### src/rtl/mips_issue_arbiter_if.sv
// Requester, datapath and response signals of the MIPS issue arbiter.
// slave is the arbiter side; master is the requester/datapath side.
`timescale 1ns/1ps
interface mips_issue_arbiter_if;
   logic        req0_valid;
   logic        req0_ready;
   logic [31:0] req0_instr;
   logic [19:0] req0_oreg;
   logic        req1_valid;
   logic        req1_ready;
   logic [31:0] req1_instr;
   logic [19:0] req1_oreg;
   logic        mips_in_valid;
   logic [31:0] mips_instruction;
   logic [19:0] mips_output_reg;
   logic        mips_out_valid;
   logic        mips_instruction_fail;
   logic        rsp_valid;
   logic        rsp_id;
   logic        rsp_fail;
   logic [2:0]  inflight_cnt;
   logic [7:0]  fail_cnt;
   logic        err;

   modport slave (
      input  req0_valid, req0_instr, req0_oreg,
      input  req1_valid, req1_instr, req1_oreg,
      input  mips_out_valid, mips_instruction_fail,
      output req0_ready, req1_ready,
      output mips_in_valid, mips_instruction, mips_output_reg,
      output rsp_valid, rsp_id, rsp_fail,
      output inflight_cnt, fail_cnt, err
   );

   modport master (
      output req0_valid, req0_instr, req0_oreg,
      output req1_valid, req1_instr, req1_oreg,
      output mips_out_valid, mips_instruction_fail,
      input  req0_ready, req1_ready,
      input  mips_in_valid, mips_instruction, mips_output_reg,
      input  rsp_valid, rsp_id, rsp_fail,
      input  inflight_cnt, fail_cnt, err
   );
endinterface

### src/rtl/mips_issue_arbiter.sv
// Two-requester round-robin issue arbiter for a MIPS datapath; tracks the owner
// of each in-flight instruction in a tag FIFO and routes results back to it.
`timescale 1ns/1ps
module mips_issue_arbiter #(
   parameter int unsigned MAX_INFLIGHT = 5
) (
   input  logic          clk,
   input  logic          rst_n,
   mips_issue_arbiter_if.slave bus
);
   localparam int unsigned PTR_W    = (MAX_INFLIGHT > 1) ? $clog2(MAX_INFLIGHT) : 1;
   localparam logic [2:0]  CNT_MAX  = 3'(MAX_INFLIGHT);
   localparam logic [PTR_W-1:0] LAST_IDX = PTR_W'(MAX_INFLIGHT - 1);

   logic                    last_grant_q, last_grant_d;
   logic [2:0]              cnt_q, cnt_d;
   logic [PTR_W-1:0]        wr_ptr_q, wr_ptr_d;
   logic [PTR_W-1:0]        rd_ptr_q, rd_ptr_d;
   logic [MAX_INFLIGHT-1:0] tag_q, tag_d;
   logic                    in_valid_q, in_valid_d;
   logic [31:0]             instr_q, instr_d;
   logic [19:0]             oreg_q, oreg_d;
   logic [7:0]              fail_cnt_q, fail_cnt_d;
   logic                    err_q, err_d;

   logic full, empty, prio0, prio1, ready0, ready1, hs0, hs1, push, pop;

   always_comb begin
      full  = (cnt_q == CNT_MAX);
      empty = (cnt_q == '0);
      // Each port's grant only looks at the other port's offer, so ready never
      // depends on its own valid; the two grants are exclusive whenever both offer.
      prio0  = !bus.req1_valid || last_grant_q;
      prio1  = !bus.req0_valid || !last_grant_q;
      ready0 = prio0 && !full;
      ready1 = prio1 && !full;
      hs0    = bus.req0_valid && ready0;
      hs1    = bus.req1_valid && ready1;
      push   = hs0 || hs1;
      pop    = bus.mips_out_valid && !empty;

      last_grant_d = last_grant_q;
      cnt_d        = cnt_q;
      wr_ptr_d     = wr_ptr_q;
      rd_ptr_d     = rd_ptr_q;
      tag_d        = tag_q;
      in_valid_d   = push;
      instr_d      = '0;
      oreg_d       = '0;
      fail_cnt_d   = fail_cnt_q;
      err_d        = err_q || (bus.mips_out_valid && empty);

      if (hs0) begin
         instr_d = bus.req0_instr;
         oreg_d  = bus.req0_oreg;
      end else if (hs1) begin
         instr_d = bus.req1_instr;
         oreg_d  = bus.req1_oreg;
      end

      if (push) begin
         last_grant_d    = hs1;
         tag_d[wr_ptr_q] = hs1;
         wr_ptr_d        = (wr_ptr_q == LAST_IDX) ? '0 : wr_ptr_q + 1'b1;
      end

      if (pop) begin
         rd_ptr_d = (rd_ptr_q == LAST_IDX) ? '0 : rd_ptr_q + 1'b1;
         if (bus.mips_instruction_fail && fail_cnt_q != '1)
            fail_cnt_d = fail_cnt_q + 8'd1;
      end

      case ({push, pop})
         2'b10:   cnt_d = cnt_q + 3'd1;
         2'b01:   cnt_d = cnt_q - 3'd1;
         default: cnt_d = cnt_q;
      endcase
   end

   always_ff @(posedge clk or negedge rst_n) begin
      if (!rst_n) begin
         last_grant_q <= 1'b1;
         cnt_q        <= '0;
         wr_ptr_q     <= '0;
         rd_ptr_q     <= '0;
         tag_q        <= '0;
         in_valid_q   <= 1'b0;
         instr_q      <= '0;
         oreg_q       <= '0;
         fail_cnt_q   <= '0;
         err_q        <= 1'b0;
      end else begin
         last_grant_q <= last_grant_d;
         cnt_q        <= cnt_d;
         wr_ptr_q     <= wr_ptr_d;
         rd_ptr_q     <= rd_ptr_d;
         tag_q        <= tag_d;
         in_valid_q   <= in_valid_d;
         instr_q      <= instr_d;
         oreg_q       <= oreg_d;
         fail_cnt_q   <= fail_cnt_d;
         err_q        <= err_d;
      end
   end

   assign bus.req0_ready       = ready0;
   assign bus.req1_ready       = ready1;
   assign bus.mips_in_valid    = in_valid_q;
   assign bus.mips_instruction = instr_q;
   assign bus.mips_output_reg  = oreg_q;
   assign bus.rsp_valid        = pop;
   assign bus.rsp_id           = tag_q[rd_ptr_q];
   assign bus.rsp_fail         = bus.mips_instruction_fail;
   assign bus.inflight_cnt     = cnt_q;
   assign bus.fail_cnt         = fail_cnt_q;
   assign bus.err              = err_q;
endmodule

### src/flat_wrapper.sv
// flat-port wrapper written by rule: the top's interface ports become plain ports
module mips_issue_arbiter_flat 
#(
   parameter int unsigned MAX_INFLIGHT = 5
)
  (clk, rst_n, bus_req0_valid, bus_req0_instr, bus_req0_oreg, bus_req1_valid, bus_req1_instr, bus_req1_oreg, bus_mips_out_valid, bus_mips_instruction_fail, bus_req0_ready, bus_req1_ready, bus_mips_in_valid, bus_mips_instruction, bus_mips_output_reg, bus_rsp_valid, bus_rsp_id, bus_rsp_fail, bus_inflight_cnt, bus_fail_cnt, bus_err);
  mips_issue_arbiter_if bus_i ();
  input  logic clk;
  input  logic rst_n;
  input wire logic [$bits(bus_i.req0_valid)-1:0] bus_req0_valid;
  input wire logic [$bits(bus_i.req0_instr)-1:0] bus_req0_instr;
  input wire logic [$bits(bus_i.req0_oreg)-1:0] bus_req0_oreg;
  input wire logic [$bits(bus_i.req1_valid)-1:0] bus_req1_valid;
  input wire logic [$bits(bus_i.req1_instr)-1:0] bus_req1_instr;
  input wire logic [$bits(bus_i.req1_oreg)-1:0] bus_req1_oreg;
  input wire logic [$bits(bus_i.mips_out_valid)-1:0] bus_mips_out_valid;
  input wire logic [$bits(bus_i.mips_instruction_fail)-1:0] bus_mips_instruction_fail;
  output wire logic [$bits(bus_i.req0_ready)-1:0] bus_req0_ready;
  output wire logic [$bits(bus_i.req1_ready)-1:0] bus_req1_ready;
  output wire logic [$bits(bus_i.mips_in_valid)-1:0] bus_mips_in_valid;
  output wire logic [$bits(bus_i.mips_instruction)-1:0] bus_mips_instruction;
  output wire logic [$bits(bus_i.mips_output_reg)-1:0] bus_mips_output_reg;
  output wire logic [$bits(bus_i.rsp_valid)-1:0] bus_rsp_valid;
  output wire logic [$bits(bus_i.rsp_id)-1:0] bus_rsp_id;
  output wire logic [$bits(bus_i.rsp_fail)-1:0] bus_rsp_fail;
  output wire logic [$bits(bus_i.inflight_cnt)-1:0] bus_inflight_cnt;
  output wire logic [$bits(bus_i.fail_cnt)-1:0] bus_fail_cnt;
  output wire logic [$bits(bus_i.err)-1:0] bus_err;
  assign bus_i.req0_valid = bus_req0_valid;
  assign bus_i.req0_instr = bus_req0_instr;
  assign bus_i.req0_oreg = bus_req0_oreg;
  assign bus_i.req1_valid = bus_req1_valid;
  assign bus_i.req1_instr = bus_req1_instr;
  assign bus_i.req1_oreg = bus_req1_oreg;
  assign bus_i.mips_out_valid = bus_mips_out_valid;
  assign bus_i.mips_instruction_fail = bus_mips_instruction_fail;
  assign bus_req0_ready = bus_i.req0_ready;
  assign bus_req1_ready = bus_i.req1_ready;
  assign bus_mips_in_valid = bus_i.mips_in_valid;
  assign bus_mips_instruction = bus_i.mips_instruction;
  assign bus_mips_output_reg = bus_i.mips_output_reg;
  assign bus_rsp_valid = bus_i.rsp_valid;
  assign bus_rsp_id = bus_i.rsp_id;
  assign bus_rsp_fail = bus_i.rsp_fail;
  assign bus_inflight_cnt = bus_i.inflight_cnt;
  assign bus_fail_cnt = bus_i.fail_cnt;
  assign bus_err = bus_i.err;
  mips_issue_arbiter #(.MAX_INFLIGHT(MAX_INFLIGHT)) u_core (.clk(clk), .rst_n(rst_n), .bus(bus_i));
endmodule
### config.mk
export PLATFORM = sky130hd
export DESIGN_NAME = mips_issue_arbiter_flat
export DESIGN_NICKNAME = d
export VERILOG_FILES = /design/src/rtl/mips_issue_arbiter_if.sv /design/src/rtl/mips_issue_arbiter.sv /design/src/flat_wrapper.sv
export SDC_FILE = /design/constraint.sdc
export NUM_CORES = 1
export LEC_CHECK = 0
export ABC_AREA = 0
export BUFFER_PORTS_ARGS = -buffer_cell sky130_fd_sc_hd__buf_2
export CAP_MARGIN = 20
export CORE_MARGIN = 10
export CORE_UTILIZATION = 30
export CTS_BUF_LIST = sky130_fd_sc_hd__clkbuf_16
export DETAILED_ROUTE_END_ITERATION = 6
export GPL_TIMING_DRIVEN = 0
export PLACE_DENSITY = 0.62
export SYNTH_ARGS = -nofsm -noshare
export SYNTH_HDL_FRONTEND = slang
export SYNTH_SLANG_ARGS = --single-unit
### constraint.sdc
create_clock -name clk -period 3.8 [get_ports clk]
set_input_delay 0.76 -clock clk [delete_from_list [all_inputs] [get_ports clk]]
set_output_delay 0.76 -clock clk [all_outputs]
set_load 0.03 [all_outputs]
==> flow_summary.yaml <==
place:
  placed_cell_area_um2: 4300
  gp_congestion: 0.791
  hpwl_um: 7480
  dp.cells: 555
  portBuffers: 178
sta:
  skew_ns: 0.00532
  finalMaxSlewViolations: 0
  worst_pin_slew_ns: 0.548
  finalHoldViolations: 0
  min_period_over_period_pct: 63.0
  fin_setup_tns_ns: 0
  slew_headroom_pct: 63.0
  whs_ns: 0.356
  setup_viol_count_final: 0
  fmax_mhz: 418
  period_minus_slack_ns: 2.39
  rsz0062_at_grt: "false"
drt:
  routed_wl_um: 9350
  ant_nets: 0
  vias: 2669
  detail_route.first_pass.iterations: 4
  remaining_drc_errors: 0
  vias_per_cell: 4.67
  wl_per_cell_um: 16.4
  drt_iter0_markers: 116
cells_and_area:
  fin_nets: 547
  fin_cells: 571
  fin_area_um2: 4590
  diodes: 0
  n_fill_cell: 1022
  area_delta_synth_final_pct: 43.1
  largest_reg_flops: 32
  drive_above_1_share_pct: 49.7
logic_synthesis:
  synth_xor_area_share_pct: 1.37
  synth_cells: 240
  yosysWarnings: 0
  synth.avg_cell_area_um2: 13.4
  ys.flop_type: "dfrtp_1"
  synth_compound_area_share_pct: 19.7
  synth-adder-area-share_pct: 2.97
  async_reset_ff_share_pct: 100
  synth_top_family_by_area: "compound AO/OA/AOI/OAI gates"
  ys_types: 44
  synth_edf_count: 0
  muxShareOfSynthArea_pct: 3.47
  synthSimpleGateAreaFrac_pct: 7.26
  syn_area_um2: 3210
  syn_nets: 357
  synth-seq-cells: 77
  synth_seq_area_share_pct: 60.1
floorplan:
  ioPinCount: 180
  die_area_um2: 15200
  design.core.area_um2: 10400
  die_y_um: 123
  die_w_um: 123
  initial_core_util_pct: 30.9
  fp-row-count: 37
clock_network:
  cts_buffers: 9
  post_cts_resized: 0
  post-cts-setup-buffers: 0
  cts_tree: "built"
  clk_path_buf_depth: 2
  worstSkewPairLatency_ns: 0.33
  cts_root_buf: "clkbuf_16"
  cts_sinks: 77
  h-tree-depth: 3
  clkTransAtPathRegs_ns: 0.06
  postCtsHoldBufs: 0
power:
  max-vdd-ir-drop_mv: 0.265
  p_per_area_nw_per_um2: 799
  power.leakage_nw: 2.43
global_routing:
  grt_pass1_vias: 2899
  grt_pass1_wl_um: 14500
  track_usage_pct: 11.9
  antenna_found_initial: 0
  overflow: 0
  grt_max_degree: 50
run_status:
  status: "complete, no violations"
critical_path:
  path_class: "reg2out"
  required_ns: 3.04
  crit_fanout: 4
  end_kind: "output pin"
  worstSetupStartpointType: "register"
  arrival_ns: 1.63
worst_hold_path:
  hp-class: "in2async"
run:
  maxCapViolations: 0
==> logic make-up after synthesis <==
logic type                 Yosys count
AOI/OAI and AO/OA                   75
and+or+nand+nor                     39
DFF                                 77
xor gates and xnor gates             5
muxes                                9
buffers and inverters               28
adders and majority gates            7
==> cell usage in the layout, fill, tap and decap left out, types with 2 or more instances in the layout <==
master / Yosys / final
a22o_1: 59 / 59
nor2b_1: 2 / 2
nor3_1: 2 / 2
clkinvlp_4: 0 / 2
clkbuf_1: 3 / 3
a21oi_1: 2 / 2
o21ai_0: 4 / 4
mux2_2: 6 / 6
xnor2_1: 2 / 2
ha_1: 6 / 6
nand2b_1: 3 / 3
inv_1: 11 / 12
nand2_1: 6 / 6
clkbuf_16: 0 / 9
and3_1: 2 / 2
dfrtp_1: 76 / 76
buf_6: 6 / 6
and2_1: 2 / 2
nand4_1: 9 / 9
nor3b_1: 3 / 3
buf_4: 2 / 3
nand3_1: 3 / 3
nor2_1: 2 / 2
xor2_1: 3 / 3
buf_2: 5 / 182
==> synthesized netlist by cell type, types with 2 or more instances <==
cell type / number / area, µm²
nor2b_1: 2 / 12.5
and3_1: 2 / 12.5
nor3b_1: 3 / 22.5
a22o_1: 59 / 517
and2_1: 2 / 12.5
mux2_2: 6 / 67.6
buf_2: 5 / 25.0
nor2_1: 2 / 7.51
buf_4: 2 / 15.0
dfrtp_1: 76 / 1900
nand4_1: 9 / 56.3
inv_1: 11 / 41.3
nor3_1: 2 / 10.0
clkbuf_1: 3 / 11.3
nand2b_1: 3 / 18.8
ha_1: 6 / 75.1
nand3_1: 3 / 15.0
o21ai_0: 4 / 20.0
xnor2_1: 2 / 17.5
a21oi_1: 2 / 10.0
xor2_1: 3 / 26.3
nand2_1: 6 / 22.5
buf_6: 6 / 67.6
==> per-layer routing <==
metal | routed length [µm] | vias up | track usage, %
met5 | 0 | - | 0
met4 | 116 | 0 | 4.22
met3 | 1120 | 10 | 5.38
met2 | 4410 | 116 | 19.0
met1 | 3710 | 1260 | 13.8
li1 | - | 1283 | -
==> final timing paths <==
check / startpoint / cells after the start / end / slack (ns)
min: rst_n / 1 / u_core.bus.mips_in_valid$_DFF_PN0_ / 0.36
min reg2reg: u_core.last_grant_q$_DFFE_PN1P_ / 2 / u_core.last_grant_q$_DFFE_PN1P_ / 0.48
max reg2reg: u_core.bus.inflight_cnt[1]$_DFFE_PN0P_ / 10 / u_core.bus.inflight_cnt[2]$_DFFE_PN0P_ / 1.51
max in group asynchronous: rst_n / 2 / u_core.last_grant_q$_DFFE_PN1P_ / 2.84
max: u_core.rd_ptr_q[0]$_DFFE_PN0P_ / 4 / bus_rsp_id / 1.41
min in group clk: u_core.last_grant_q$_DFFE_PN1P_ / 2 / u_core.last_grant_q$_DFFE_PN1P_ / 0.48
==> metrics by stage <==
stage / util [%] / setup slack (ns) / power (mW)
floorplan: - / 1.49 / 2.37
global placement: 41.2 / 1.41 / 2.84
detailed placement: 41.4 / 1.38 / 2.87
CTS: 44.3 / 1.37 / 3.72
global route: 44.3 / 1.31 / 3.91
finish: 44.3 / 1.41 / 3.67
==> where the power goes <==
group	internal [mW]	leakage (nW)	switching, mW
Combinational	0.591	1.33	0.978
Clock	0.505	0.141	0.325
Sequential	1.09	0.958	0.173
==> area by class of cell <==
type | count | area [µm²] | share of cell area (%)
clock inverter | 7 | 66.3 | 1.44
inverter | 11 | 41.3 | 0.900
sequential | 77 | 1930 | 42.0
tap | 136 | 170 | 3.71
buffer | 17 | 124 | 2.70
clock buffer | 9 | 225 | 4.91
multi-input combinational | 135 | 1110 | 24.3
timing repair buffer | 179 | 921 | 20.1
==> critical path: stages, from the launching register on <==
cell and delay [ns]:
dfrtp_1 0.42, mux4_2 0.51, inv_1 0.06, o32ai_1 0.11
buf_2 0.21
No activity file was read; power rests on OpenSTA's default activity.
